## config.mk

```make
export PLATFORM = sky130hd
export DESIGN_NAME = instruction_prefetch
export DESIGN_NICKNAME = d
export VERILOG_FILES = /design/src/rtl/instruction_prefetch.sv
export SDC_FILE = /design/constraint.sdc
export NUM_CORES = 1
export LEC_CHECK = 0
export BUFFER_PORTS_ARGS = -buffer_cell sky130_fd_sc_hd__buf_2
export CAP_MARGIN = 20
export CELL_PAD_IN_SITES_DETAIL_PLACEMENT = 0
export CELL_PAD_IN_SITES_GLOBAL_PLACEMENT = 1
export CORE_MARGIN = 5
export CORE_UTILIZATION = 43
export CTS_CLUSTER_SIZE = 14
export DETAILED_ROUTE_END_ITERATION = 16
export GPL_ROUTABILITY_DRIVEN = 0
export HOLD_SLACK_MARGIN = 0.02
export PLACE_DENSITY = 0.73
export SETUP_SLACK_MARGIN = 0.5
export SLEW_MARGIN = 10
export SYNTH_ARGS = -nofsm -noshare
export SYNTH_HDL_FRONTEND = slang
export SYNTH_SLANG_ARGS = --single-unit
```

## constraint.sdc

```tcl
create_clock -name clk -period 6.92 [get_ports clk]
set_input_delay 1.384 -clock clk [delete_from_list [all_inputs] [get_ports clk]]
set_output_delay 1.384 -clock clk [all_outputs]
set_load 0.03 [all_outputs]
```

## src/rtl/instruction_prefetch.sv

```systemverilog
`timescale 1ns/1ps
// rtl/instruction_prefetch.sv - DEPTH-entry prefetching instruction fetch unit with Wishbone read master
module instruction_prefetch #(
   parameter int          DEPTH    = 4,
   parameter logic [31:0] RESET_PC = 32'h0000_0000
) (
   input  logic                       clk,
   input  logic                       reset,
   input  logic                       i_branch_enable,
   input  logic [31:0]                i_branch_address,
   input  logic                       i_stall,
   output logic                       o_wb_cyc,
   output logic                       o_wb_stb,
   output logic [31:0]                o_wb_adr,
   output logic [3:0]                 o_wb_sel,
   output logic                       o_wb_we,
   input  logic [31:0]                i_wb_dat,
   input  logic                       i_wb_ack,
   output logic [31:0]                o_instruction,
   output logic [31:0]                o_pc,
   output logic                       o_instruction_valid,
   output logic [$clog2(DEPTH+1)-1:0] o_level
);

   localparam int PW = $clog2(DEPTH);
   localparam int CW = $clog2(DEPTH+1);
   localparam logic [CW-1:0] DEPTH_C = CW'(DEPTH);
   localparam logic [CW-1:0] CNT_ONE = CW'(1);
   localparam logic [PW-1:0] PTR_ONE = PW'(1);
   localparam logic [31:0]   NOP     = 32'h0000_0013;

   typedef enum logic [1:0] {
      IDLE    = 2'd0,
      REQ     = 2'd1,
      DISCARD = 2'd2
   } state_t;

   state_t          state_q, state_d;
   logic [31:0]     adr_q, adr_d;
   logic [31:0]     fetch_pc_q, fetch_pc_d;
   logic            cyc_q, cyc_d;
   logic            valid_q, valid_d;
   logic [CW-1:0]   count_q, count_d;
   logic [PW-1:0]   wptr_q, wptr_d;
   logic [PW-1:0]   rptr_q, rptr_d;
   logic [31:0]     pc_mem_q    [DEPTH];
   logic [31:0]     instr_mem_q [DEPTH];

   logic            push;
   logic            pop;
   logic            flush;
   logic [31:0]     branch_target;
   logic            unused_addr_bits;

   // Redirect targets are word aligned; the low address bits carry no meaning.
   assign branch_target    = {i_branch_address[31:2], 2'b00};
   assign unused_addr_bits = ^i_branch_address[1:0];

   assign flush = i_branch_enable;
   assign pop   = valid_q && !i_stall && !i_branch_enable;
   // Only an ack to a live request fills the queue; acks in IDLE or DISCARD are dropped.
   assign push  = (state_q == REQ) && i_wb_ack && !i_branch_enable;

   // Queue occupancy and pointer bookkeeping for this cycle's push/pop/flush.
   always_comb begin
      count_d = count_q;
      wptr_d  = wptr_q;
      rptr_d  = rptr_q;
      if (flush) begin
         count_d = '0;
         wptr_d  = '0;
         rptr_d  = '0;
      end else begin
         if (push) begin
            wptr_d = wptr_q + PTR_ONE;
         end
         if (pop) begin
            rptr_d = rptr_q + PTR_ONE;
         end
         if (push && !pop) begin
            count_d = count_q + CNT_ONE;
         end else if (pop && !push) begin
            count_d = count_q - CNT_ONE;
         end
      end
      valid_d = (count_d != '0);
   end

   // Fetch FSM: decides the next bus request, fetch address and redirect handling.
   always_comb begin
      state_d    = state_q;
      adr_d      = adr_q;
      fetch_pc_d = fetch_pc_q;
      unique case (state_q)
         IDLE: begin
            if (flush) begin
               fetch_pc_d = branch_target;
               adr_d      = branch_target;
               state_d    = REQ;
            end else if (count_d < DEPTH_C) begin
               adr_d   = fetch_pc_q;
               state_d = REQ;
            end
         end
         REQ: begin
            if (flush) begin
               fetch_pc_d = branch_target;
               if (i_wb_ack) begin
                  adr_d   = branch_target;
                  state_d = REQ;
               end else begin
                  // The outstanding cycle must complete before the new target goes out.
                  state_d = DISCARD;
               end
            end else if (i_wb_ack) begin
               fetch_pc_d = fetch_pc_q + 32'd4;
               if (count_d < DEPTH_C) begin
                  adr_d   = fetch_pc_q + 32'd4;
                  state_d = REQ;
               end else begin
                  state_d = IDLE;
               end
            end
         end
         DISCARD: begin
            // fetch_pc doubles as the saved redirect target; a later branch overwrites it.
            if (flush) begin
               fetch_pc_d = branch_target;
            end
            if (i_wb_ack) begin
               adr_d   = fetch_pc_d;
               state_d = REQ;
            end
         end
         default: begin
            state_d = IDLE;
         end
      endcase
      cyc_d = (state_d != IDLE);
   end

   // Control and status registers.
   always_ff @(posedge clk) begin
      if (reset) begin
         state_q    <= IDLE;
         adr_q      <= RESET_PC;
         fetch_pc_q <= RESET_PC;
         cyc_q      <= 1'b0;
         valid_q    <= 1'b0;
         count_q    <= '0;
         wptr_q     <= '0;
         rptr_q     <= '0;
      end else begin
         state_q    <= state_d;
         adr_q      <= adr_d;
         fetch_pc_q <= fetch_pc_d;
         cyc_q      <= cyc_d;
         valid_q    <= valid_d;
         count_q    <= count_d;
         wptr_q     <= wptr_d;
         rptr_q     <= rptr_d;
      end
   end

   // Queue storage; reset fills it with NOPs at RESET_PC so the head reads sanely when empty.
   always_ff @(posedge clk) begin
      if (reset) begin
         for (int i = 0; i < DEPTH; i++) begin
            pc_mem_q[i]    <= RESET_PC;
            instr_mem_q[i] <= NOP;
         end
      end else if (push) begin
         pc_mem_q[wptr_q]    <= adr_q;
         instr_mem_q[wptr_q] <= i_wb_dat;
      end
   end

   assign o_wb_cyc            = cyc_q;
   assign o_wb_stb            = cyc_q;
   assign o_wb_adr            = adr_q;
   assign o_wb_sel            = 4'hF;
   assign o_wb_we             = 1'b0;
   assign o_instruction       = instr_mem_q[rptr_q];
   assign o_pc                = pc_mem_q[rptr_q];
   assign o_instruction_valid = valid_q;
   assign o_level             = count_q;

endmodule
```

==> flow_summary.ini, run 1 <==
[sta]
period_needed_ns = 4.27
fin_worst_skew_ns = 0.0140
relSlewSlack = 0.294
finalSetupViolations = 0
rsz0062_at_grt = no
tightestPinTransition_ns = 1.06
tns_ns = 0
hold_viol_final = 0
timing.final.crit_share = 0.617
timing.hold.ws_ns = 0.478
finalMaxSlewViolations = 0
fmax_ghz = 0.234

[synthesis]
yosysUniqueCellTypes = 75
synth_warnings = 0
synth-seq-cells = 333
syn_avg_cell_area_um2 = 12.9
synth-edff-count = 256
netlist_area_um2 = 15700
async_reset_ff_frac = 0
ys_seq_area_frac = 0.588
syn_inst = 1222
synth-main-ff-cell = edfxtp_1

[finish]
synthToLayoutAreaGrowth_pct = 15.2
fin_util = 0.498
n_fill_cell = 3266
final_cell_mix = 256 x edfxtp_1, 247 x and2_1, 168 x buf_2
drive_gt1_frac = 0.242
layout.nets = 1427
final_common_cell = edfxtp_1

[pwr]
p_clk_frac = 0.412
seqPwrFrac = 0.501
power_switching_mw = 1.12
p_per_area_nw_per_um2 = 254
pwr-share-comb = 0.087
cellLeakagePower_nw = 6.62
swShare = 0.244
internal-power_mw = 3.48
vdd_drop_max_uv = 154

[min_path]
hp-class = flop to flop
hp-start = fetch_pc_q[0]$_SDFFE_PP0P_
hold_path_end = o_wb_adr[0]$_SDFFE_PP0P_
holdPathStages = 2

[floorplan]
start_util = 0.432
row_count = 70
io_pins = 176
die_w_um = 201
design.core.area_um2 = 36300
fp.dieH_um = 201
dieArea_um2 = 40500

[worst_setup_path]
r2r_setup_slack_ns = 3.50
start_kind = flop
required_ns = 5.54
crit_type = flop to output port
worstRegToRegCells = 6
timing.rr.end = instr_mem_q[0][30]$_SDFFCE_PN0P_
worstPathArrival_ns = 2.89
cp-end-kind = output port
r2r_start = state_q[1]$_SDFF_PP0_
cp_max_fo = 39

[cts]
ctsRootBufferMaster = clkbuf_16
ctsResizeCount = 0
ctsHoldBuffers = 0
cts_buffer_depth = 3
worstSkewPairLatency_ns = 0.53
cts_tree = yes
ctsHtreeMaxLevel = 2
post_cts_buffers = 0
clk_pin_slew_ns = 0.06
numCtsBuffers = 38
clock-sinks = 333

[global_route]
grt_max_degree = 65
track_usage = 0.202
grt_pass1_vias = 10463
grt_pass1_wl_um = 63800
antenna_found_initial = 1
overflow = 0

[detailed_routing]
drtIter0Drc = 769
vias_per_cell = 5.63
dr.pass1.iters = 5
vias = 10429
drc = 0
wirelength_um = 42000
ant_nets = 0
wl_per_cell_um = 22.7

[placed_design]
port_buffers = 168
dp_hpwl_um = 25900

[run]
cap_viol_max_count = 0

[status]
status = finished, final reports clean
-- flip-flops by register name (all words and copies together) (netlist names), named ones only --
register and count:
instr_mem_q 128, o_wb_adr 32, rptr_q 2, wptr_q 2, fetch_pc_q 32, pc_mem_q 128, state_q 2, o_level 3
o_wb_cyc 1, o_instruction_valid 1
-- power groups by stage --
stage | Clock (mW) | Sequential (mW) | Combinational, mW
2_1_floorplan | 0 | 2.35 | 0.239
6_report | 1.90 | 2.31 | 0.398
5_1_grt | 2.03 | 2.32 | 0.427
4_1_cts | 1.94 | 2.31 | 0.403
3_3_place_gp | 0 | 2.34 | 0.398
3_5_place_dp | 0 | 2.35 | 0.402
-- layer usage --
metal  up-vias  wire [um]  global-route usage
li1       4851          -                   -
met1      5168      17900               0.277
met2       358      20400               0.334
met3        52       2750              0.0369
met4         0        993              0.0580
met5         -          0                   0
-- synthesized netlist by cell type, types with 3 or more instances --
| library cell | n | area [um^2] |
|---|---|---|
| edfxtp_1 | 256 | 7690 |
| and2_1 | 247 | 1550 |
| dfxtp_1 | 77 | 1540 |
| clkbuf_1 | 64 | 240 |
| mux4_2 | 64 | 1440 |
| nand2_1 | 44 | 165 |
| a21oi_1 | 38 | 190 |
| o21ai_0 | 36 | 180 |
| nor2_1 | 32 | 120 |
| nand2b_1 | 31 | 194 |
| nand3_1 | 29 | 145 |
| buf_2 | 24 | 120 |
| nor3_1 | 24 | 120 |
| nand4_1 | 21 | 131 |
| a32o_1 | 17 | 170 |
| xnor2_1 | 15 | 131 |
| inv_1 | 13 | 48.8 |
| o31ai_1 | 12 | 90.1 |
| a31oi_1 | 11 | 68.8 |
| nor4_1 | 11 | 68.8 |
| or3_1 | 10 | 62.6 |
| and3_1 | 9 | 56.3 |
| a221oi_1 | 7 | 61.3 |
| or4_1 | 7 | 52.6 |
| a211oi_1 | 6 | 45.0 |
| buf_4 | 6 | 45.0 |
| nor2b_1 | 6 | 37.5 |
| o2111ai_1 | 6 | 52.6 |
| o22ai_1 | 6 | 37.5 |
| and4_1 | 5 | 43.8 |
| mux2i_1 | 5 | 50.1 |
| xor2_1 | 5 | 43.8 |
| a21o_1 | 4 | 30.0 |
| a22o_1 | 4 | 35.0 |
| a22oi_1 | 4 | 30.0 |
| a31o_2 | 4 | 35.0 |
| o211ai_1 | 4 | 30.0 |
| clkbuf_2 | 3 | 15.0 |
| ha_1 | 3 | 37.5 |
| o21a_1 | 3 | 22.5 |
| o31a_1 | 3 | 26.3 |
| o41ai_1 | 3 | 26.3 |
| or2_2 | 3 | 18.8 |
-- per-stage QoR --
| step | area, um^2 | instances | power (mW) | setup slack [ns] |
|---|---|---|---|---|
| final | 18100 | 1851 | 4.60 | 2.65 |
| after global routing | 18100 | 1851 | 4.77 | 2.39 |
| after CTS | 18100 | 1850 | 4.65 | 2.52 |
| after detailed placement | 16900 | 1783 | 2.75 | 2.56 |
| after global placement | 16900 | 1782 | 2.74 | 2.61 |
| after floorplan | 15700 | 1225 | 2.59 | 1.60 |
-- worst max-delay path, stage by stage (launching register included) --
cell and delay, ns:
dfxtp_4 0.90, buf_4 0.60, mux4_2 0.60, buf_2 0.20
-- cell families (layout without fill, tap and decap cells) --
| group | Yosys count | count (layout) | share of synthesized area |
|---|---|---|---|
| fa+ha+maj | 3 | 3 | 0.00239 |
| simple gates | 496 | 496 | 0.188 |
| other cells | 2 | 6 | 0.000478 |
| buf+inv | 116 | 273 | 0.0323 |
| compound gates | 181 | 181 | 0.0814 |
| xor+xnor | 20 | 20 | 0.0112 |
| mux | 71 | 71 | 0.0966 |
| flops | 333 | 333 | 0.588 |
-- final cells by class --
cell class / count / area, um^2 / share of cell area
repair buffers: 191 / 1020 / 0.0564
well taps: 468 / 586 / 0.0324
clock inverters: 18 / 144 / 0.00795
inverters: 15 / 56.3 / 0.00311
diodes: 1 / 2.50 / 0.000138
multi-input cells: 776 / 6040 / 0.334
flip-flops and latches: 333 / 9240 / 0.510
clock buffers: 49 / 1010 / 0.0560
-- worst max path at each step --
stage	slack, ns	to	from	cells past startpoint
floorplan	1.60	instr_mem_q[3][0]$_DFFE_PP_	i_wb_ack	4
global placement	2.61	instr_mem_q[0][9]$_SDFFCE_PN0P_	i_branch_enable	7
detailed placement	2.56	pc_mem_q[0][3]$_SDFFCE_PN0P_	i_branch_enable	7
CTS	2.52	o_pc[18]	flop	3
global route	2.39	o_pc[18]	flop	3
finish	2.65	o_instruction[0]	flop	3
Note: power is estimated with default switching activity, not from simulation.
==> run 2: changes to the inputs <==
--- a/config.mk
+++ b/config.mk
@@ -5,12 +5,13 @@
 export SDC_FILE = /design/constraint.sdc
 export NUM_CORES = 1
 export LEC_CHECK = 0
+export ABC_AREA = 1
 export BUFFER_PORTS_ARGS = -buffer_cell sky130_fd_sc_hd__buf_2
 export CAP_MARGIN = 20
 export CELL_PAD_IN_SITES_DETAIL_PLACEMENT = 0
 export CELL_PAD_IN_SITES_GLOBAL_PLACEMENT = 1
 export CORE_MARGIN = 5
-export CORE_UTILIZATION = 43
+export CORE_UTILIZATION = 40
 export CTS_CLUSTER_SIZE = 14
 export DETAILED_ROUTE_END_ITERATION = 16
 export GPL_ROUTABILITY_DRIVEN = 0
==> constraint.sdc (replaced) <==
create_clock -name clk -period 3.6 [get_ports clk]
set_input_delay 0.72 -clock clk [delete_from_list [all_inputs] [get_ports clk]]
set_output_delay 0.72 -clock clk [all_outputs]
set_load 0.03 [all_outputs]
==> run 2 against run 1 <==
  * Synthesized area up 1.2%
  * Highest routed layer is now met5
  * Critical endpoint is now o_pc[19]
  * Largest cell class unchanged
  * Synthesized cell count up 50%
  * Sequential share of layout area shrank 0.97 points
  * Worst hold slack worse by 0.029 ns
  * Total power up 100%
==> flow_summary.ini, run 2 <==
[cts]
ctsRootBufferMaster = clkbuf_16
cts_tree = yes
clk_pin_slew_ns = 0.05
ctsHoldBuffers = 0
cts_buffer_depth = 3
clock-sinks = 333
ctsHtreeMaxLevel = 2
numCtsBuffers = 39
worstSkewPairLatency_ns = 0.54

[detailed_routing]
ant_nets = 0
vias = 13015
dr.pass1.iters = 6
wirelength_um = 45900
vias_per_cell = 5.19
drtIter0Drc = 919
wl_per_cell_um = 18.3
drc = 0

[pwr]
cellLeakagePower_nw = 7.51
p_per_area_nw_per_um2 = 502
vdd_drop_max_uv = 358
seqPwrFrac = 0.483
power_mw = 9.26
power_switching_mw = 2.56
internal-power_mw = 6.70
p_clk_frac = 0.386
pwr-share-comb = 0.132
swShare = 0.276

[floorplan]
row_count = 73
design.core.area_um2 = 39500
io_pins = 176
start_util = 0.402
die_w_um = 209
fp.dieH_um = 209
dieArea_um2 = 43800

[min_path]
hp-start = fetch_pc_q[0]$_SDFFE_PP0P_
hp-class = flop to flop
holdPathStages = 2

[finish]
seq_area_um2 = 9230
top_regs = instr_mem_q x128, pc_mem_q x128
drive_gt1_frac = 0.150
final_cells = 2509
n_fill_cell = 3867
multi_input_area_um2 = 5640
layout.nets = 2032
final_common_cell = nor2_1
synthToLayoutAreaGrowth_pct = 16.0
antenna_cells = 0
final_cell_mix = 438 x nor2_1, 283 x nand2_1, 256 x edfxtp_1

[synthesis]
synth_common_cells = 438 x nor2_1, 285 x nand2_1, 256 x edfxtp_1
synth.most_common_cell = nor2_1
ys_seq_area_frac = 0.581
yosysUniqueCellTypes = 40
synth-main-ff-cell = edfxtp_1
syn_inst = 1834
async_reset_ff_frac = 0
synth_warnings = 0
syn_avg_cell_area_um2 = 8.66
synth-edff-count = 256
synth.largest_area_cell = edfxtp_1
post_synth_main_area_contributors = edfxtp_1 48%, nor2_1 10%, dfxtp_1 9.7%, nand2_1 6.7%, o21ai_0 5.7%
synth.top_cell.area_share = 0.484
netlist_area_um2 = 15900
synth-seq-cells = 333

[sta]
finalMaxSlewViolations = 0
fin_ws_ns = 0.733
timing.final.crit_share = 0.797
tightestPinTransition_ns = 0.867
fmax_ghz = 0.349
fin_worst_skew_ns = 0.0224
hold_viol_final = 0
timing.hold.ws_ns = 0.450
rsz0062_at_grt = no
finalSetupViolations = 0
tns_ns = 0
relSlewSlack = 0.422
period_needed_ns = 2.87

[worst_setup_path]
path_cells = buf_6 > o21ai_0 > o22ai_1 > buf_2
required_ns = 2.88
crit_type = flop to output port
slowest_stage = buf_6
critPathBufInv = 2
max_stage_delay_ns = 0.46
r2r_start = state_q[0]$_SDFF_PP0_
crit_cells = 4
worstPathArrival_ns = 2.15
start_kind = flop
cp_top_family = buffers and inverters
cp_max_fo = 64
cp-end-kind = output port
worstRegToRegCells = 9
r2r_setup_slack_ns = 1.05

[global_route]
antenna_found_initial = 1
grt_pass1_vias = 12804
track_usage = 0.204
grt_max_degree = 125
grt_pass1_wl_um = 71600
overflow = 0

[placed_design]
pre_cts_ws_ns = 0.774
placedCellCount = 2443
port_buffers = 168
dp_hpwl_um = 27900

[status]
status = finished, final reports clean

[run]
cap_viol_max_count = 0
## run 2: cell types whose count changed after synthesis, sizes merged, moves of 14 or more
cell,change
and2,-247
a32o,-17
nand2b,-31
inv,+127
xnor2,-14
mux4,-64
nor2,+420
nor4,-14
nand3,+47
o22ai,+58
nor3,+42
o21ai,+144
nand2,+246
a21oi,+17
## run 2: cell families after synthesis
family	share of synthesized area
simple gates	0.236
flops	0.581
compound gates	0.109
buf+inv	0.0675
xor+xnor	0.00220
fa+ha+maj	0.00236
other cells	0.000473
mux	0.00126
## run 2: area by class of cell
class,count,share of cell area
Clock buffer,49,0.0560
Clock inverter,16,0.00597
Inverter,141,0.0290
Multi-Input combinational cell,1242,0.306
Sequential cell,333,0.501
Tap cell,525,0.0356
Timing Repair Buffer,203,0.0668
## run 2: worst paths after layout
path,to
setup / recovery,o_pc[19]
hold / removal,fetch_pc_q[0]$_SDFFE_PP0P_
setup reg to reg,fetch_pc_q[5]$_SDFFE_PP0P_
hold reg to reg,fetch_pc_q[0]$_SDFFE_PP0P_
## run 2: repair_timing
action,in CTS,in global routing
resized for setup,0,1
setup endpoints to repair,0,22
buffers inserted,0,1
## run 2: power by group through the flow
stage / clock, mW / sequential, mW / combinational [mW]
after floorplan: 0 / 4.61 / 0.735
after CTS: 3.65 / 4.47 / 1.23
final: 3.57 / 4.47 / 1.22
after global placement: 0 / 4.54 / 1.21
after detailed placement: 0 / 4.55 / 1.22
after global routing: 3.81 / 4.49 / 1.35
## run 2: metal layers
| metal | wire [um] | vias up | GRT usage | part of all wire |
|---|---|---|---|---|
| li1 | - | 6396 | - | - |
| met1 | 20000 | 6187 | 0.272 | 0.44 |
| met2 | 22100 | 367 | 0.346 | 0.48 |
| met3 | 2750 | 63 | 0.0353 | 0.060 |
| met4 | 980 | 2 | 0.0542 | 0.021 |
| met5 | 11 | - | 0 | 0.00024 |
## run 2: worst reg2reg max path, delay by kind of cell, from the launching register on
| kind | cells | cell delay (ns) |
|---|---|---|
| buffers and inverters | 4 | 1.09 |
| AND/OR/NAND/NOR | 4 | 0.71 |
| flip-flops | 1 | 0.38 |
| AO/OA/AOI/OAI | 1 | 0.28 |
## run 2: stage by stage
stage,util,instance area [um^2]
5_1_grt,0.466,18400
2_1_floorplan,-,15900
6_report,0.466,18400
3_3_place_gp,0.437,17300
4_1_cts,0.466,18400
3_5_place_dp,0.437,17300
==> run 3: changes to the inputs <==
--- a/config.mk
+++ b/config.mk
@@ -5,18 +5,18 @@
 export SDC_FILE = /design/constraint.sdc
 export NUM_CORES = 1
 export LEC_CHECK = 0
-export ABC_AREA = 1
+export ABC_AREA = 0
 export BUFFER_PORTS_ARGS = -buffer_cell sky130_fd_sc_hd__buf_2
 export CAP_MARGIN = 20
 export CELL_PAD_IN_SITES_DETAIL_PLACEMENT = 0
 export CELL_PAD_IN_SITES_GLOBAL_PLACEMENT = 1
 export CORE_MARGIN = 5
-export CORE_UTILIZATION = 40
+export CORE_UTILIZATION = 48
 export CTS_CLUSTER_SIZE = 14
 export DETAILED_ROUTE_END_ITERATION = 16
 export GPL_ROUTABILITY_DRIVEN = 0
 export HOLD_SLACK_MARGIN = 0.02
-export PLACE_DENSITY = 0.73
+export PLACE_DENSITY = 0.77
 export SETUP_SLACK_MARGIN = 0.5
 export SLEW_MARGIN = 10
 export SYNTH_ARGS = -nofsm -noshare
==> constraint.sdc (replaced) <==
create_clock -name clk -period 2.7 [get_ports clk]
set_input_delay 0.54 -clock clk [delete_from_list [all_inputs] [get_ports clk]]
set_output_delay 0.54 -clock clk [all_outputs]
set_load 0.03 [all_outputs]
==> run 3 against run 2 <==
  * Total power increased by 31%
  * Clock skew is 0.0042 ns lower
  * Non-clock buffer count increased by 40
  * Combinational power decreased by 7%
  * Critical endpoint is now o_pc[28]
  * Flip-flop and latch count is the same
  * Critical path type unchanged
  * Setup slack lost 0.50 ns
  * Largest cell class unchanged
  * Count of clock-buffer cells in the layout up 3
  * Core utilization is 13 points higher
  * Critical path depth unchanged
  * Wire length fell by 8.1%
==> flow_summary.ini, run 3 (synthesis results as in run 1) <==
[placed_design]
port_buffers = 168
dp_hpwl_um = 26400

[global_route]
grt_pass1_wl_um = 64000
track_usage = 0.226
overflow = 0
grt.met3_usage = 0.0367
antenna_found_initial = 0
use_met1 = 0.313
top_usage_layer = met2
grt_max_degree = 65
grt_pass1_vias = 10816
met2_usage = 0.377

[detailed_routing]
vias = 10715
vias_per_cell = 5.71
drc = 0
dr.pass1.iters = 6
drtIter0Drc = 735
ant_nets = 0
wl_per_cell_um = 22.5
wirelength_um = 42200

[worst_setup_path]
crit_type = flop to output port
slowest_stage = mux4_2
worstPathArrival_ns = 1.92
required_ns = 2.16
cp-end-kind = output port
path_cells = buf_4 > clkbuf_16 > mux4_2 > buf_4
critPathMostFrequentCell = buf_4
cp_max_fo = 6
start_kind = flop
max_stage_delay_ns = 0.51

[floorplan]
start_util = 0.484
row_count = 66
dieArea_um2 = 36400
design.core.area_um2 = 32500
die_w_um = 191
io_pins = 176
fp.dieH_um = 191

[pwr]
seqPwrFrac = 0.486
pwr-share-comb = 0.094
p_clk_frac = 0.420
internal-power_mw = 9.28
cellLeakagePower_nw = 7.16
power_mw = 12.2
power_switching_mw = 2.88
swShare = 0.237
p_per_area_nw_per_um2 = 629
vdd_drop_max_uv = 319

[sta]
hold_viol_final = 0
finalSetupViolations = 0
period_needed_ns = 2.46
fmax_ghz = 0.406
rsz0062_at_grt = yes
timing.hold.ws_ns = 0.304
relSlewSlack = 0.553
tns_ns = 0
tightestPinTransition_ns = 0.670
timing.final.crit_share = 0.912
finalMaxSlewViolations = 0
fin_worst_skew_ns = 0.0182

[cts]
ctsHtreeMaxLevel = 2
worstSkewPairLatency_ns = 0.52
clock-sinks = 333
ctsHoldBuffers = 0
ctsRootBufferMaster = clkbuf_16
cts_buffer_depth = 3
cts_tree = yes
numCtsBuffers = 38
clk_pin_slew_ns = 0.06

[finish]
top_regs = instr_mem_q x128, pc_mem_q x128
antenna_cells = 0
final_cell_mix = 256 x edfxtp_1, 247 x and2_1, 104 x buf_2
fin_util = 0.596
final_common_cell = edfxtp_1
drive_gt1_frac = 0.279
layout.nets = 1479
synthToLayoutAreaGrowth_pct = 23.2

[status]
status = finished, final reports clean

[min_path]
hp-class = primary input to flop

[run]
cap_viol_max_count = 0
run 3: changes by cell type in the layout (fill, tap and decap cells not counted), moves of 48 or more:
cell     previous run  this run
o22ai_1            64         6
mux4_2              0        64
o21ai_0           178        34
buf_2             168       104
nand2_1           283        42
nand3_1            74        26
and2_1              0       247
inv_1             130        13
nor2_1            438        30
run 3: what timing repair did:
action / in CTS / in global routing
setup buffers: 5 / 8
setup endpoints to repair: 128 / 256
gates resized for setup: 71 / 71
cloned: 3 / 4
pin swaps: 1 / 4
run 3: worst paths after layout:
check                                                  from                          end  slack [ns]  cells after the start
worst max-delay path                                   flop                     o_pc[28]        0.24                      4
worst min-delay path                   i_branch_address[14]  fetch_pc_q[14]$_SDFFE_PP0P_        0.30                      3
worst max register to register  fetch_pc_q[11]$_SDFFE_PP0P_    o_wb_adr[29]$_SDFFE_PP0P_        0.60                      5
worst min register to register   fetch_pc_q[1]$_SDFFE_PP0P_     o_wb_adr[1]$_SDFFE_PP0P_        0.48                      2
run 3: final cells by class:
| type | instances | area [um^2] |
|---|---|---|
| inverters | 15 | 56.3 |
| clock buffers | 52 | 1050 |
| well taps | 442 | 553 |
| clock inverters | 17 | 179 |
| flip-flops and latches | 333 | 9240 |
| repair buffers | 243 | 2160 |
| multi-input cells | 776 | 6100 |
| fillers | 2592 | 13100 |
run 3: worst max-delay path: cells and delay by family, from the launching register on:
kind / cells / cell delay, ns
buffers and inverters: 3 / 0.52
multiplexers: 1 / 0.51
flip-flops: 1 / 0.39
run 3: stage by stage:
step,setup slack [ns],instance area (um^2),std cells
floorplan,0.276,15800,1225
global placement,0.269,17400,1789
global route,0.188,19300,1878
finish,0.237,19300,1878
CTS,0.200,19000,1866
detailed placement,0.233,17400,1789
run 3: power groups by stage:
stage	combinational, mW	sequential, mW	clock [mW]
5_1_grt	1.22	5.94	5.40
6_report	1.14	5.91	5.11
2_1_floorplan	0.622	6.02	0
3_3_place_gp	1.07	6.00	0
4_1_cts	1.12	5.91	5.20
3_5_place_dp	1.07	6.02	0
run 3: metal layers:
layer | part of all wire | routed length [um] | up-vias
met1 | 0.43 | 18100 | 5288
met2 | 0.48 | 20400 | 392
met5 | 0 | 0 | -
met3 | 0.065 | 2740 | 69
li1 | - | - | 4966
met4 | 0.022 | 911 | 0
